File: src/rtl/booth_share_ctrl.sv
// Controller that shares a single radix-2 Booth multiplier datapath between
// two requesters. It arbitrates round-robin, loads the winner's operands,
// sequences N Booth iterations and pulses done on the winner's bit.
module booth_share_ctrl #(
  parameter int unsigned N  = 3,  // operand width == number of Booth iterations
  parameter int unsigned CW = 2   // iteration counter width, 2**CW > N
) (
  input  logic       clk,
  input  logic       reset,
  input  logic [1:0] req,
  input  logic [1:0] q,       // {Q[0], Q[-1]}
  output logic [1:0] gnt,
  output logic       sel,
  output logic       cargaM,
  output logic       cargaQ,
  output logic       cargaA,
  output logic       resta,
  output logic       desp,
  output logic       busy,
  output logic [1:0] done
);

  typedef enum logic [2:0] {
    StIdle,
    StLoad,
    StEval,
    StAdd,
    StDone
  } state_e;

  localparam logic [CW-1:0] LastCnt = CW'(N - 1);

  state_e        state_q, state_d;
  logic [1:0]    gnt_q, gnt_d;
  logic [CW-1:0] cnt_q, cnt_d;
  // Index of the requester served most recently; the other one wins a tie.
  logic          last_q, last_d;

  // State, grant, iteration counter and round-robin pointer registers.
  always_ff @(posedge clk) begin
    if (reset) begin
      state_q <= StIdle;
      gnt_q   <= 2'b00;
      cnt_q   <= '0;
      last_q  <= 1'b1;  // requester 0 wins the first tie
    end else begin
      state_q <= state_d;
      gnt_q   <= gnt_d;
      cnt_q   <= cnt_d;
      last_q  <= last_d;
    end
  end

  assign gnt  = gnt_q;
  assign sel  = gnt_q[1];
  assign busy = (state_q != StIdle);

  // Next-state logic and Mealy control decode for the datapath.
  always_comb begin
    state_d = state_q;
    gnt_d   = gnt_q;
    cnt_d   = cnt_q;
    last_d  = last_q;
    cargaM  = 1'b0;
    cargaQ  = 1'b0;
    cargaA  = 1'b0;
    desp    = 1'b0;
    done    = 2'b00;
    // Add/sub direction is a plain decode of the Booth pair; it only matters
    // when cargaA is set. Kept quiet in IDLE so the idle controller is silent.
    resta   = (q == 2'b10) && (state_q != StIdle);

    unique case (state_q)
      StIdle: begin
        unique case (req)
          2'b01:   gnt_d = 2'b01;
          2'b10:   gnt_d = 2'b10;
          2'b11:   gnt_d = last_q ? 2'b01 : 2'b10;
          default: gnt_d = 2'b00;
        endcase
        if (req != 2'b00) state_d = StLoad;
      end
      StLoad: begin
        cargaM  = 1'b1;
        cargaQ  = 1'b1;
        cnt_d   = '0;
        state_d = StEval;
      end
      StEval: begin
        if (q[1] ^ q[0]) begin
          cargaA  = 1'b1;
          state_d = StAdd;
        end else begin
          desp  = 1'b1;
          cnt_d = cnt_q + CW'(1);
          if (cnt_q == LastCnt) state_d = StDone;
        end
      end
      StAdd: begin
        desp    = 1'b1;
        cnt_d   = cnt_q + CW'(1);
        state_d = (cnt_q == LastCnt) ? StDone : StEval;
      end
      StDone: begin
        done    = gnt_q;
        last_d  = gnt_q[1];
        gnt_d   = 2'b00;
        state_d = StIdle;
      end
      default: begin
        gnt_d   = 2'b00;
        state_d = StIdle;
      end
    endcase
  end

endmodule

File: config.mk
export PLATFORM = sky130hd
export DESIGN_NAME = booth_share_ctrl
export DESIGN_NICKNAME = d
export VERILOG_FILES = /design/src/rtl/booth_share_ctrl.sv
export SDC_FILE = /design/constraint.sdc
export NUM_CORES = 1
export LEC_CHECK = 0
export ABC_AREA = 1
export BUFFER_PORTS_ARGS = -buffer_cell sky130_fd_sc_hd__buf_2
export CORE_AREA = 4 4 41 43
export DETAILED_ROUTE_END_ITERATION = 10
export DIE_AREA = 0 0 45 47
export PLACE_DENSITY = 0.73
export REMOVE_ABC_BUFFERS = 1
export SLEW_MARGIN = 20
export SYNTH_ARGS = -nofsm -noshare
export SYNTH_HDL_FRONTEND = slang
export SYNTH_SLANG_ARGS = --single-unit
File: constraint.sdc
create_clock -name clk -period 1.05 [get_ports clk]
set_input_delay 0.1575 -clock clk [delete_from_list [all_inputs] [get_ports clk]]
set_output_delay 0.1575 -clock clk [all_outputs]
set_load 0.01 [all_outputs]
; Yosys cells after proc, flatten, opt, wreduce, memory -nomap -nowiden
; Index checks and enable logic that the tools add are counted.
[word_totals]
regBits = 8
rom_bits = 0
inputBits = 6
memories = 0
mem_bits_rw = 0
word_cells = 42
out_inout_bits = 11
latchBits = 0
[classes]
eq_ne = 12
n_div = 0
n_reduce_logical = 8
shifts = 0
mul = 0
bitwise = 1
magnitude_cmp = 0
n_addsub = 1
muxes = 16
[op_table]
columns = cell, n
row1 = $mux 3, 4
row2 = $pmux 2 s3, 2
row3 = $pmux 3 s4, 1
row4 = $eq 2x2->1 const B, 4
row5 = $eq 3x2->1 const B, 2
row6 = $mux 2, 3
row7 = $reduce_bool 3->1, 2
row8 = $mux 1, 4
row9 = $ne 2x2->1 const B, 2
row10 = $pmux 2 s2, 1
row11 = $reduce_and 2->1, 2
row12 = $eq 3x1->1 const B, 1
row13 = $eq 3x3->1 const B, 1
row14 = $logic_not 3->1, 1
row15 = $ne 3x3->1 const B, 1
row16 = $reduce_or 3->1, 1
row17 = $add 2x1->2 const B, 1
row18 = $eq 2x1->1 const B, 1
row19 = $pmux 1 s2, 1
row20 = $reduce_bool 2->1, 1
row21 = $logic_and 1x1->1, 1
row22 = $xor 1x1->1, 1

; Longest topological paths before layout
; Gate-level depths: netlist of the first run.
[depth]
ltp_word = 4
depth_mapped = 9
ltp_nobuf = 9

; Worst setup path after synthesis of the first run
; Ideal clock, no wire load.
[synth_path]
path_type = flip-flop to flip-flop
start = register state_q[1]
end = register state_q[0]
path_slack_ns = 0.011
setup_time_ns = 0.110
t_arrival_ns = 0.928
path_stages_with_launch = 8
n_path_buf = 1
t_required_ns = 0.940
period_less_slack_ns = 1.039
path_cell_list = dfxtp_1 > buf_6 > nor2_2 > nand2_2 > inv_2 > nand2_1 > nand3_1 > nor2_1
[synth_via]
elab_chain_cells = 3
word_cells_on_any_way = 8
cone_classes = eq/ne (5) / mux (1) / reduce/logical (2)
[synth_lines]
columns = element, line_no
row1 = start: declaration, 33  ; state_e state_q, state_d;
row2 = start signal: assignment, 42  ; state_q <= StIdle;
row3 = start signal: assignment, 47  ; state_q <= state_d;
row4 = $eq 3x2->1 / $logic_not 3->1 (equally long branches), 73  ; unique case (state_q)
row5 = $ne 3x3->1 (no line) / $ne 2x2->1 (equally long branches), -
row6 = $reduce_and 2->1 (no line), -
; Parallel ways exist; a longest one is shown, timed or not.
; A chain may end at the register's enable or synchronous reset.

; Worst setup path in the final report of the first run
[layout_path]
start = register state_q[0]
end = output port resta
[layout_via]
elab_chain_cells = 2
[layout_lines]
columns = element, line_no
row1 = $reduce_bool 3->1, 71  ; resta = (q == 2'b10) && (state_q != StIdle);
row2 = $logic_and 1x1->1, 71
row3 = end: declaration, 17  ; output logic resta,
; Every way passes these cells.

==> impl_metrics.yaml, run 1 <==
status:
  outcome: "complete, but fails checks"
  violations: "negative setup slack"
die:
  rows: 13
  ios: 17
  dieHeight_um: 47
  core_mm2: 0.00130
  die_area_mm2: 0.00212
  die_w_um: 45
  start_util_pct: 37.9
final_layout:
  fin_area_um2: 808
  drive_gt1_share_pct: 65.0
  fin_nets: 113
  antenna_cells: 0
  num-fill-cells: 128
  fin_util_pct: 62.1
  area_delta_synth_final_pct: 64.0
synth:
  synthArstFlopShare_pct: 0
  syn-cell-area_um2: 493
  yosysSeqAreaShare_pct: 32.5
  ys_types: 17
  synth.top_cells.by_area: "dfxtp_1 (32%), nand2_1 (12%), nand3_1 (8.1%)"
  yosysWarnings: 0
  synth_flop_cell: "dfxtp_1"
  yosysTopAreaCell: "dfxtp_1"
  synth_edf_count: 0
  syn_avg_cell_area_um2: 6.66
  synth_top_area_share_pct: 32.5
  ys_ff_latch: 8
  postSynthCellCount: 74
worst_setup_path:
  end_kind: "output port"
  crit_type: "flip-flop to output port"
  ff2ff_setup_slack_ps: -120
  start_kind: "flip-flop"
  crit_required_ps: 890
  crit_arrival_ps: 1110
  worstPathMaxFanout: 4
routing:
  drc: 0
  viasPerCell: 4.73
  vias: 558
  first_iter_violations: 3
  antenna_left: 0
  wl_per_cell_um: 11.2
  first_pass_iters: 4
  drt_wl_total_um: 1320
global_routing:
  antenna_found_initial: 0
  grt_pass1_vias: 514
  grt_pass1_wl_um: 1910
  track_usage_pct: 13.1
  grt_max_degree: 7
  overflow: 0
sta:
  finalSetupViolCount: 14
  drv_slew: 0
  relSlewSlack_pct: 83.3
  fin_crit_sh_pct: 121
  finClkSkew_ps: 5.09
  rsz0062_at_grt: "true"
  setup_ws_ps: -219
  hold_violations: 0
  layout_min_cycle_time_ps: 1270
  worstMarginPinSlew_ps: 248
  max_freq_mhz: 788
power:
  p_leak_uw: 0.000423
  swShare_pct: 41.1
  total_power_uw: 1880
  ir_drop_v: 0.000973
  power_frac_comb_pct: 61.8
  powerDensity_mw_per_mm2: 2320
  power.internal_uw: 1100
  pwr-share-clk_pct: 12.2
  p_sw_uw: 771
  seqPwrFrac_pct: 26.0
clocking:
  cts.reportedPaths.clkPinSlew_ps: 50
  clock_latency_ps: 250
  cts_sinks: 8
  h-tree-depth: 1
  cts_root_buffer: "clkbuf_4"
  cts_buffers: 3
  cts_buffer_depth: 2
  cts_tree: "yes"
place:
  portBuffers: 16
  gp_congestion: 0.770
  post_dp_cell_area_um2: 618
  hpwl_um: 930
job:
  cap_violations: 0
min_path:
  hold_path.class: "primary input to flip-flop"
==> power groups by stage <==
stage | Clock (µW) | Combinational (µW) | Sequential (µW)
2_1_floorplan | 0 | 460 | 457
3_3_place_gp | 0 | 781 | 441
3_5_place_dp | 0 | 800 | 442
4_1_cts | 242 | 914 | 461
5_1_grt | 257 | 1270 | 501
6_report | 229 | 1160 | 488
==> through the flow <==
step | hold slack, ps | setup WS, ps | cells | TNS (ps)
final | 146 | -219 | 118 | -1910
after global routing | 141 | -266 | 118 | -2730
after CTS | 126 | -192 | 116 | -1400
after detailed placement | 396 | -99.1 | 109 | -347
after global placement | 405 | -69.8 | 109 | -204
after floorplan | 220 | 40.1 | 71 | 0
==> layout make-up <==
cell class | count | area, µm² | share of cell area [%]
tap | 15 | 18.8 | 2.32
multi-input combinational | 50 | 349 | 43.2
inverter | 13 | 48.8 | 6.04
sequential | 8 | 171 | 21.2
timing repair buffer | 29 | 198 | 24.5
clock buffer | 3 | 22.5 | 2.79
==> flip-flops by register name (all words and copies together) (netlist names) <==
name / cells
cnt_q: 2
gnt: 2
state_q: 3
last_q: 1
==> synth_stat cells (2+ instances only) <==
master	number
dfxtp_1	8
nor2_2	3
nand2_2	3
buf_4	2
nand2_1	16
a21oi_1	3
ha_1	2
inv_2	3
nor2_1	10
inv_1	10
nand3_1	8
==> path summary, 6_finish.rpt <==
path                   start         end  cells after the start
setup / recovery  state_q[0]       resta                      5
hold / removal         reset  state_q[0]                      2
setup reg to reg  state_q[0]  state_q[0]                      8
hold reg to reg       gnt[0]      gnt[0]                      2
==> cells by family (layout without fill, tap and decap cells) <==
family                     count (synthesis)  in the layout  share of synthesized area (%)
DFF                                        8              8                           32.5
and+or+nand+nor                           41             41                           37.6
AOI/OAI and AO/OA                          7              7                           9.64
adders and majority gates                  2              2                           5.08
buffers and inverters                     16             45                           15.2
==> critical path, cell delays in order, from the launching register on <==
cell,delay (ps)
dfxtp_4,360
nor2_4,180
nand2_2,90
inv_2,60
nor2_1,30
buf_2,120
==> layer usage <==
metal / vias up / global-route usage, % / wire, µm
li1: 288 / - / -
met1: 249 / 11.9 / 513
met2: 17 / 24.9 / 687
met3: 4 / 2.68 / 81
met4: 0 / 10.5 / 36
met5: - / 0 / 0
==> layout by cell type, fill, tap and decap left out, types with 4 or more instances in the layout <==
| cell type | n |
|---|---|
| buf_2 | 14 |
| inv_1 | 7 |
| nor2_1 | 6 |
| nand3_2 | 6 |
| nand2_2 | 5 |
| inv_2 | 6 |
| buf_4 | 11 |
| buf_6 | 4 |
| nor2_4 | 4 |
| nand2_1 | 12 |
==> repair_timing <==
action                                  CTS  global route
resized for setup                         7            29
endpoints found under the setup margin   12            15
hold buffers                              0             0
pin swaps                                 2            12
buffers inserted                          4             2
No activity file was read; power rests on OpenSTA's default activity.
==> run 2: changes to the inputs <==
--- a/config.mk
+++ b/config.mk
@@ -16,3 +16,4 @@
 export SYNTH_ARGS = -nofsm -noshare
 export SYNTH_HDL_FRONTEND = slang
 export SYNTH_SLANG_ARGS = --single-unit
+export TNS_END_PERCENT = 20
==> run 2 against run 1 <==
Against the previous run:
- the flow still finishes with violations (negative setup slack)
- critical path depth unchanged
- combinational power shrank 16%
- final cell count down 1.7%
- flip-flop and latch count stayed put
- global-route usage shrank 0.87 points
- setup slack better by 5.1 ps
- power down 11%
- hold slack improved by 0.61 ps
- count of clock-buffer cells in the layout is the same
- critical path type unchanged
- largest power group unchanged
==> impl_metrics.yaml, run 2 (synthesis gave the netlist of run 1 again) <==
place:
  hpwl_um: 930
  gp_congestion: 0.770
  portBuffers: 16
  post_dp_cell_area_um2: 618
routing:
  first_iter_violations: 12
  drc: 0
  first_pass_iters: 4
  drt_wl_total_um: 1200
  vias: 556
  wl_per_cell_um: 10.4
  viasPerCell: 4.79
  antenna_left: 0
final_layout:
  fin_area_um2: 733
  fin_nets: 111
  top_register: "state_q"
  largest_reg_flops: 3
  area_delta_synth_final_pct: 48.7
  drive_gt1_share_pct: 52.5
  num-fill-cells: 142
  multiInputGateArea_um2: 305
  seq_area_um2: 169
  antenna_cells: 0
  layout_common_cells: "nand2_1 (15), buf_2 (15), buf_4 (11), inv_1 (9), nor2_1 (8)"
sta:
  setup_ws_ps: -214
  fin_crit_sh_pct: 120
  finalSetupViolCount: 14
  worstMarginPinSlew_ps: 207
  finClkSkew_ps: 5.92
  layout_min_cycle_time_ps: 1260
  relSlewSlack_pct: 86.1
  max_freq_mhz: 791
  hold_violations: 0
  drv_slew: 0
  rsz0062_at_grt: "true"
  hold_slack_ps: 147
clocking:
  cts_root_buffer: "clkbuf_4"
  cts_sinks: 8
  cts_buffer_depth: 2
  clock_latency_ps: 250
  cts_buffers: 3
  cts_tree: "yes"
  hold_buffers: 0
  cts.reportedPaths.clkPinSlew_ps: 50
  h-tree-depth: 1
global_routing:
  overflow: 0
  grt_max_degree: 7
  antenna_found_initial: 0
  grt_pass1_vias: 488
  grt_pass1_wl_um: 1800
  track_usage_pct: 12.2
min_path:
  worstHoldStart: "reset"
  whs_path_depth: 2
  hold_path.class: "primary input to flip-flop"
  holdPathEnd: "gnt[0]"
job:
  cap_violations: 0
power:
  ir_drop_v: 0.00108
  powerDensity_mw_per_mm2: 2280
  p_leak_uw: 0.000399
  total_power_uw: 1670
worst_setup_path:
  crit_slowest_cell: "dfxtp_4"
  end_kind: "output port"
  slowest_delay_ps: 360
  crit_path_cell_trace: "nor2_4 -> nand2_2 -> inv_2 -> nor2_1 -> buf_2"
  reg2reg_to: "gnt[0]"
  reg2reg_from: "state_q[0]"
  worstPathMaxFanout: 4
  ff2ff_setup_slack_ps: -110
  crit_required_ps: 890
  crit_arrival_ps: 1110
  start_kind: "flip-flop"
  crit_type: "flip-flop to output port"
  r2r_cells: 7
die:
  start_util_pct: 37.9
  dieHeight_um: 47
  core_mm2: 0.00130
  die_w_um: 45
  die_area_mm2: 0.00212
  ios: 17
  rows: 13
status:
  violations: "negative setup slack"
  outcome: "complete, but fails checks"
run 2: worst max-delay path, delay by kind of cell (launching register included):
| family | cells | cell delay [ps] |
|---|---|---|
| simple gates | 3 | 300 |
| flops | 1 | 360 |
| buf+inv | 2 | 180 |
run 2: what timing repair did:
action / 4_1_cts / 5_1_grt
cloned: 0 / 0
setup endpoints to repair: 12 / 15
pin swaps: 1 / 7
setup buffers: 2 / 2
resized for setup: 7 / 11
run 2: how the worst max path moves through the flow:
stage                to  slack [ps]  depth (start not counted)  startpoint
6_report          resta        -210                          5  state_q[0]
4_1_cts         done[1]        -190                          4  state_q[1]
3_3_place_gp   cnt_q[1]         -70                          9        q[0]
2_1_floorplan  cnt_q[1]          40                          8        q[0]
3_5_place_dp   cnt_q[1]        -100                          9        q[0]
5_1_grt           resta        -260                          5  state_q[0]
run 2: area by class of cell:
| cell class | count | share of cell area, % |
|---|---|---|
| Multi-Input combinational cell | 50 | 41.6 |
| Sequential cell | 8 | 23.0 |
| Timing Repair Buffer | 27 | 23.0 |
| Inverter | 13 | 6.66 |
| Clock buffer | 3 | 3.07 |
| Tap cell | 15 | 2.56 |
run 2: report_power, final:
part	leakage (µW)	switching (µW)	total (µW)	internal [µW]
Combinational	0.000318	513	973	460
Clock	0.0000138	99.3	230	130
Sequential	0.0000675	74.8	469	394
run 2: per-layer routing:
layer  track usage (%)  vias to the layer above  wire length, µm
met5                 0                        -                0
met2              21.8                       17              610
met1              11.9                      249              477
li1                  -                      286                -
met4              10.5                        0               38
met3              2.68                        4               78
run 2: through the flow:
step           setup WS [ps]  utilization [%]  instances  setup TNS (ps)
2_1_floorplan           40.1                -         71               0
3_3_place_gp           -69.8             47.5        109            -204
3_5_place_dp           -99.1             47.5        109            -347
4_1_cts                 -192             51.8        114           -1370
5_1_grt                 -260             56.3        116           -2700
6_report                -214             56.3        116           -1850
==> run 3: changes to the inputs <==
--- a/config.mk
+++ b/config.mk
@@ -16,4 +16,4 @@
 export SYNTH_ARGS = -nofsm -noshare
 export SYNTH_HDL_FRONTEND = slang
 export SYNTH_SLANG_ARGS = --single-unit
-export TNS_END_PERCENT = 20
+export TNS_END_PERCENT = 10
==> run 3 against run 2 <==
Against the previous run:
- the run still ends with negative setup slack left
- sequential share of layout area is 0.65 points higher
- die area stayed put
- sequential power hardly changed
- critical path depth stayed put
==> impl_metrics.yaml, run 3 (synthesis gave the netlist of run 1 again) <==
status:
  outcome: "complete, but fails checks"
  violations: "negative setup slack"
clocking:
  h-tree-depth: 1
  cts_tree: "yes"
  cts_sinks: 8
  cts_buffer_depth: 2
  clock_latency_ps: 250
  cts.reportedPaths.clkPinSlew_ps: 50
  cts_root_buffer: "clkbuf_4"
  cts_buffers: 3
global_routing:
  grt-busiest-layer: "met2"
  use_met3_pct: 2.68
  grt_pass1_vias: 487
  grt_pass1_wl_um: 1800
  overflow: 0
  track_usage_pct: 12.2
  antenna_found_initial: 0
  grt_max_degree: 7
  grt_util_met1_pct: 11.7
  use_met2_pct: 22.0
sta:
  setup_ws_ps: -211
  finalSetupViolCount: 14
  max_freq_mhz: 793
  fin_crit_sh_pct: 120
  worstMarginPinSlew_ps: 177
  rsz0062_at_grt: "true"
  relSlewSlack_pct: 88.1
  hold_violations: 0
  finClkSkew_ps: 4.98
  layout_min_cycle_time_ps: 1260
  drv_slew: 0
final_layout:
  fin_nets: 110
  layout_common_cells: "buf_2 (16), nand2_1 (15), inv_1 (10), buf_4 (10), nor2_1 (9)"
  antenna_cells: 0
  layout_commonest_cell: "buf_2"
  multiInputGateArea_um2: 299
  largest_reg_flops: 3
  num-fill-cells: 146
  top_register: "state_q"
  seq_area_um2: 169
  drive_gt1_share_pct: 49.0
  fin_area_um2: 713
  area_delta_synth_final_pct: 44.7
power:
  power_frac_comb_pct: 57.5
  ir_drop_v: 0.000872
  swShare_pct: 41.3
  total_power_uw: 1640
  powerDensity_mw_per_mm2: 2290
  p_sw_uw: 675
  p_leak_uw: 0.000396
  power.internal_uw: 960
  pwr-share-clk_pct: 13.9
  seqPwrFrac_pct: 28.5
worst_setup_path:
  reg2reg_to: "state_q[2]"
  worstPathMaxFanout: 4
  start_kind: "flip-flop"
  r2r_cells: 7
  crit_type: "flip-flop to output port"
  reg2reg_from: "state_q[0]"
  crit_arrival_ps: 1100
  ff2ff_setup_slack_ps: -60
  crit_required_ps: 890
  end_kind: "output port"
place:
  post_dp_cell_area_um2: 618
  hpwl_um: 930
  portBuffers: 16
  gp_congestion: 0.770
die:
  die_w_um: 45
  ios: 17
  die_area_mm2: 0.00212
  core_mm2: 0.00130
  rows: 13
  start_util_pct: 37.9
  dieHeight_um: 47
routing:
  first_iter_violations: 10
  first_pass_iters: 4
  drc: 0
  vias: 558
  viasPerCell: 4.85
  drt_wl_total_um: 1180
  antenna_left: 0
  wl_per_cell_um: 10.3
min_path:
  hold_path.class: "primary input to flip-flop"
  whs_path_depth: 2
  worstHoldStart: "reset"
  holdPathEnd: "gnt[0]"
job:
  cap_violations: 0
run 3: worst max-delay path, cell delays in order (launching register included):
cell     delay, ps
dfxtp_4        360
nor2_4         180
nand2_2         90
inv_2           60
nor2_1          30
buf_2          120
run 3: final cells by class:
type / count / share of cell area (%)
clock buffers: 3 / 3.16
inverters: 13 / 6.84
multi-input cells: 50 / 41.9
flip-flops and latches: 8 / 23.7
well taps: 15 / 2.63
repair buffers: 26 / 21.8
run 3: metrics by stage:
step / util (%) / setup slack (ps) / instances / hold slack, ps / TNS (ps)
2_1_floorplan: - / 40.1 / 71 / 220 / 0
4_1_cts: 51.8 / -192 / 114 / 126 / -1370
3_5_place_dp: 47.5 / -99.1 / 109 / 396 / -347
5_1_grt: 54.8 / -275 / 115 / 128 / -2520
6_report: 54.8 / -211 / 115 / 142 / -1520
3_3_place_gp: 47.5 / -69.8 / 109 / 405 / -204
run 3: how the worst max path moves through the flow:
stage	from	to	slack, ps	depth (start not counted)
6_report	state_q[0]	resta	-210	5
4_1_cts	state_q[1]	done[1]	-190	4
3_3_place_gp	q[0]	cnt_q[1]	-70	9
5_1_grt	state_q[0]	resta	-280	5
2_1_floorplan	q[0]	cnt_q[1]	40	8
3_5_place_dp	q[0]	cnt_q[1]	-100	9
run 3: repair_timing:
item | in CTS | in global routing
setup endpoints to repair | 12 | 15
gates resized for setup | 7 | 7
hold buffers | 0 | 0
endpoints found under the hold margin | 0 | 0
setup buffers | 2 | 1
pin swaps | 1 | 4
run 3: power by group through the flow:
| stage | registers (µW) | clock network (µW) | logic, µW |
|---|---|---|---|
| floorplan | 457 | 0 | 460 |
| global placement | 441 | 0 | 781 |
| detailed placement | 442 | 0 | 800 |
| CTS | 461 | 242 | 878 |
| global route | 481 | 262 | 1040 |
| finish | 467 | 227 | 941 |
run 3: per-layer routing:
layer  wire length, µm  up-vias
met5                 0        -
met3                94        2
met2               598       17
met1               468      256
li1                  -      283
met4                20        0
